--- src/rtl/i8080_pkg.sv ---
`default_nettype none
// ==================================================================
// i8080_pkg : state encoding and timing defaults for i8080_tx
// Revision  : 1.0
// ==================================================================
package i8080_pkg;

  localparam int CNT_W       = 8;
  localparam int DEF_DATA_W  = 16;
  localparam int DEF_T_SETUP = 1;
  localparam int DEF_T_WRL   = 2;
  localparam int DEF_T_WRH   = 2;

  typedef enum logic [1:0] {
    IDLE    = 2'd0,
    SETUP   = 2'd1,
    WR_LOW  = 2'd2,
    WR_HIGH = 2'd3
  } state_t;

  // The phase counter runs len-1 .. 0, so a phase of len cycles loads len-1.
  function automatic logic [CNT_W-1:0] phase_load(input int len);
    return CNT_W'(len - 1);
  endfunction

endpackage
`default_nettype wire

--- src/rtl/i8080_tx.sv ---
`default_nettype none
// ==================================================================
// i8080_tx : i8080 write-only parallel transmitter with registered outputs
// Revision : 1.0
// ==================================================================
module i8080_tx
  import i8080_pkg::*;
#(
  parameter int DATA_W  = DEF_DATA_W,
  parameter int T_SETUP = DEF_T_SETUP,
  parameter int T_WRL   = DEF_T_WRL,
  parameter int T_WRH   = DEF_T_WRH
) (
  input  logic              clk,
  input  logic              reset,
  input  logic              in_valid,
  input  logic              in_dc,
  input  logic [DATA_W-1:0] in_data,
  output logic              in_ready,
  output logic              csx,
  output logic              dcx,
  output logic              wrx,
  output logic [DATA_W-1:0] db,
  output logic              busy,
  output logic              done
);

  localparam logic [CNT_W-1:0] c_setup_ld = phase_load(T_SETUP);
  localparam logic [CNT_W-1:0] c_wrl_ld   = phase_load(T_WRL);
  localparam logic [CNT_W-1:0] c_wrh_ld   = phase_load(T_WRH);

  state_t            state_q, state_d;
  logic [CNT_W-1:0]  cnt_q, cnt_d;
  logic              csx_q, csx_d;
  logic              dcx_q, dcx_d;
  logic              wrx_q, wrx_d;
  logic [DATA_W-1:0] db_q, db_d;
  logic              busy_q, busy_d;
  logic              done_q, done_d;
  logic              in_ready_q, in_ready_d;
  logic              w_accept;

  assign w_accept = in_valid & in_ready_q;

  always_comb begin
    state_d = state_q;
    cnt_d   = cnt_q;
    csx_d   = csx_q;
    dcx_d   = dcx_q;
    wrx_d   = wrx_q;
    db_d    = db_q;
    done_d  = 1'b0;

    case (state_q)
      IDLE: begin
        csx_d = 1'b1;
        wrx_d = 1'b1;
        if (w_accept) begin
          state_d = SETUP;
          cnt_d   = c_setup_ld;
          csx_d   = 1'b0;
          dcx_d   = in_dc;
          db_d    = in_data;
        end
      end
      SETUP: begin
        if (cnt_q == '0) begin
          state_d = WR_LOW;
          cnt_d   = c_wrl_ld;
          wrx_d   = 1'b0;
        end else begin
          cnt_d = cnt_q - 1'b1;
        end
      end
      WR_LOW: begin
        if (cnt_q == '0) begin
          state_d = WR_HIGH;
          cnt_d   = c_wrh_ld;
          wrx_d   = 1'b1;
          done_d  = 1'b1;
        end else begin
          cnt_d = cnt_q - 1'b1;
        end
      end
      WR_HIGH: begin
        if (cnt_q != '0) begin
          cnt_d = cnt_q - 1'b1;
        end else if (w_accept) begin
          // Back-to-back word: chip select stays asserted through the burst.
          state_d = SETUP;
          cnt_d   = c_setup_ld;
          dcx_d   = in_dc;
          db_d    = in_data;
        end else begin
          state_d = IDLE;
          csx_d   = 1'b1;
        end
      end
      default: begin
        state_d = IDLE;
        cnt_d   = '0;
        csx_d   = 1'b1;
        wrx_d   = 1'b1;
      end
    endcase

    // Ready is registered, so it is derived from where the FSM is headed.
    busy_d     = (state_d != IDLE);
    in_ready_d = (state_d == IDLE) || ((state_d == WR_HIGH) && (cnt_d == '0));
  end

  always_ff @(posedge clk or posedge reset) begin
    if (reset) begin
      state_q    <= IDLE;
      cnt_q      <= '0;
      csx_q      <= 1'b1;
      dcx_q      <= 1'b1;
      wrx_q      <= 1'b1;
      db_q       <= '0;
      busy_q     <= 1'b0;
      done_q     <= 1'b0;
      in_ready_q <= 1'b0;
    end else begin
      state_q    <= state_d;
      cnt_q      <= cnt_d;
      csx_q      <= csx_d;
      dcx_q      <= dcx_d;
      wrx_q      <= wrx_d;
      db_q       <= db_d;
      busy_q     <= busy_d;
      done_q     <= done_d;
      in_ready_q <= in_ready_d;
    end
  end

  assign in_ready = in_ready_q;
  assign csx      = csx_q;
  assign dcx      = dcx_q;
  assign wrx      = wrx_q;
  assign db       = db_q;
  assign busy     = busy_q;
  assign done     = done_q;

endmodule
`default_nettype wire

--- config.mk ---
export PLATFORM = sky130hd
export DESIGN_NAME = i8080_tx
export DESIGN_NICKNAME = d
export VERILOG_FILES = /design/src/rtl/i8080_pkg.sv /design/src/rtl/i8080_tx.sv
export SDC_FILE = /design/constraint.sdc
export NUM_CORES = 1
export LEC_CHECK = 0
export BUFFER_PORTS_ARGS = -buffer_cell sky130_fd_sc_hd__buf_2
export CORE_MARGIN = 2
export CORE_UTILIZATION = 50
export DETAILED_ROUTE_END_ITERATION = 16
export PLACE_DENSITY = 0.88
export SLEW_MARGIN = 20
export SYNTH_ARGS = -nofsm -noshare
export SYNTH_HDL_FRONTEND = slang
export SYNTH_SLANG_ARGS = --single-unit
--- constraint.sdc ---
create_clock -name clk -period 5.3 [get_ports clk]
set_input_delay 1.325 -clock clk [delete_from_list [all_inputs] [get_ports clk]]
set_output_delay 1.325 -clock clk [all_outputs]
set_load 0.02 [all_outputs]
==> reports/qor.csv <==
stage;metric;value;unit
outcome;status;complete, no violations;
detailed_routing;Vias;1309;
sta;final critical-path required period;2.48;ns
global_routing;first-pass GRT wire length;5.09;mm
floorplanning;I/O pin count;42;
floorplanning;core area;0.00310;mm²
synth;syn_nets;172;
cts;CTS tree;built;
worst_hold_path;Worst Hold Path EP;db[14];
synth;Ys Warns;0;
cts;CTS resizes;0;
critical_path;CP Data Required Time;5.58;ns
place;count of buffers from port buffering;41;
worst_hold_path;cell count of the worst hold path;1;
detailed_routing;Iter 0 DRT Violations;45;
detailed_routing;drt via density;5.55;
sta;Tightest Pin Transition;0.620;ns
cts;clk sinks;32;
detailed_routing;Wirelength per Cell;14.3;µm
global_routing;Tot GR Track Use;0.189;
layout;Antenna diodes;0;
job;Max Cap Viol;0;
floorplanning;row cnt;20;
global_routing;gr ovfl total;0;
cts;H-tree Lvls;2;
floorplanning;die footprint;0.00380;mm²
synth;Yosys top cell by area;dfrtp_1;
critical_path;reg2reg start;cnt_q[0];
cts;CTS max path bufs;2;
critical_path;Max stage delay cell, worst path;a211oi_2;
critical_path;Worst R2R Setup Slack;2.82;ns
place;Detail Placement HPWL;2.53;mm
global_routing;pin count of the biggest net entering global routing;33;
power_and_ir_drop;Design Power;1.42;mW
sta;Final Slew Violations;0;
critical_path;WP data arrival;2.76;ns
detailed_routing;remaining antenna violation count after routing;0;
sta;Setup TNS;0;ns
layout;commonest non-fill, non-tap cell in the layout;buf_2;
detailed_routing;total detailed-routing wirelength;3.37;mm
floorplanning;chip width;61.6;µm
synth;share of flip-flops with an asynchronous set or reset;1.00;
critical_path;Worst setup EP type;flop;
critical_path;Worst path max stage delay;0.48;ns
power_and_ir_drop;VDD IR max;323;µV
detailed_routing;first drt pass iteration count;4;
floorplanning;die height;61.6;µm
synth;synthesized area;0.00166;mm²
critical_path;CP Class;reg2reg;
sta;relative slew slack;0.587;
synth;Syn Area/Cell;11.4;µm²
layout;area grow syn2layout;19.6;%
critical_path;type of origin of the critical path;flop;
power_and_ir_drop;power density over cell area;717;mW/mm²
synth;post-synthesis sequential area ratio;0.484;
synth;Syn Inst Count;146;
critical_path;worst-path cell chain;inv_1, ha_1, nor3b_1, nand2_1, a211oi_2, nor2_1, nor4_1, a32o_1;
sta;Setup violations, final;0;
cts;post-CTS setup buffer count;0;
cts;hold buffer count at cts;0;
sta;fmax;404;MHz
global_routing;initial antenna violation count;0;
sta;unrepaired setup endpoints after global routing;no;
synth;count of different cell masters after synthesis;40;
synth;Synth Flop Type;dfrtp_1;
synth;synth top area cells;dfrtp_1, mux2_1, dfstp_2, ha_1, inv_1;
critical_path;FF-to-FF End;in_ready;
floorplanning;initial core utilization;0.535;
synth;Yosys top cell area share;0.437;
sta;Worst Skew;0.00621;ns
power_and_ir_drop;P_leak;0.934;nW
layout;layout cells sized above 1;0.323;
critical_path;CP bufs+invs;1;
cts;Num CTS Buffers;5;
cts;Clock Latency Late Sink;0.33;ns
synth;Seq cells post-synth;32;
critical_path;crit-path max FO;7;
critical_path;Largest delay share family, worst path;simple AND/OR/NAND/NOR gates;
place;Placer Congestion;0.934;
cts;Clock Pin Slew Worst Setup and Hold Paths;0.10;ns
synth;EDFF count, synth;0;
critical_path;R2R depth;8;
layout;Final Net Count;217;
cts;Root Buffer;clkbuf_4;
sta;Final Hold Vio Count;0;
detailed_routing;DRC Markers;0;
global_routing;vias in the first global route;1147;
worst_hold_path;Min-Delay Path Class;reg2reg;
worst_hold_path;min-delay src;db[14];
sta;final period utilization;0.468;
layout;commonest non-fill, non-tap cells in the layout;buf_2, dfrtp_1, mux2_1;
state kept, by name, summed over array words and instances, names as in the netlist:
name / flops
db: 16
done: 1
dcx: 1
wrx: 1
in_ready: 1
cnt_q: 8
state_q: 2
busy: 1
csx: 1
power breakdown:
part	switching, mW	internal (mW)	total [mW]
Sequential	0.0774	0.364	0.441
Combinational	0.486	0.315	0.801
Clock	0.0847	0.0983	0.183
how the worst max path moves through the flow:
| stage | from | depth (start not counted) | end | slack (ns) |
|---|---|---|---|---|
| after CTS | cnt_q[0] | 8 | in_ready | 2.84 |
| after floorplan | in_valid | 5 | in_ready | 2.93 |
| after global placement | in_valid | 6 | in_ready | 2.67 |
| after detailed placement | in_valid | 4 | db[13] | 2.63 |
| after global routing | cnt_q[0] | 8 | in_ready | 2.67 |
| final | cnt_q[0] | 8 | in_ready | 2.82 |
per-layer routing:
| metal | vias up | share of wire | track usage |
|---|---|---|---|
| met5 | - | 0 | 0 |
| met4 | 0 | 0.019 | 0.0729 |
| met3 | 8 | 0.076 | 0.0609 |
| met2 | 55 | 0.46 | 0.299 |
| met1 | 624 | 0.44 | 0.241 |
| li1 | 622 | - | - |
area by class of cell:
class                   instances  area, µm²
repair buffers                 42        213
clock inverters                 3       42.5
well taps                      44       55.1
inverters                      11       41.3
flip-flops and latches         32        805
multi-input cells              99        793
fillers                       265       1120
clock buffers                   5       37.5
cell usage after synthesis, drive strengths merged, types with 3 or more instances:
cell     n
inv     11
and2     4
dfstp    3
nand2b   5
clkbuf   3
o21ai    5
nor4     3
nand3    4
dfrtp   29
mux2    18
nand2    8
ha       6
a31oi    3
a21oi    4
o211ai   4
nor2     8
nand4    4
through the flow:
| step | setup slack [ns] | utilization | hold slack, ns | std cells | area [µm²] |
|---|---|---|---|---|---|
| CTS | 2.84 | 0.640 | 0.490 | 236 | 1990 |
| global route | 2.67 | 0.640 | 0.511 | 236 | 1990 |
| floorplan | 2.93 | - | 0.506 | 146 | 1660 |
| detailed placement | 2.63 | 0.615 | 0.469 | 228 | 1910 |
| global placement | 2.67 | 0.615 | 0.463 | 228 | 1910 |
| finish | 2.82 | 0.640 | 0.487 | 236 | 1990 |
cell families after synthesis:
family                   count (synthesis)  synth area share
AO/OA/AOI/OAI                           30             0.144
XOR/XNOR                                 1           0.00527
adder cells (fa/ha/maj)                  6            0.0452
buffers and inverters                   15            0.0384
flip-flops                              32             0.484
multiplexers                            19             0.128
AND/OR/NAND/NOR                         43             0.155
(Power assumes the default switching activity.)
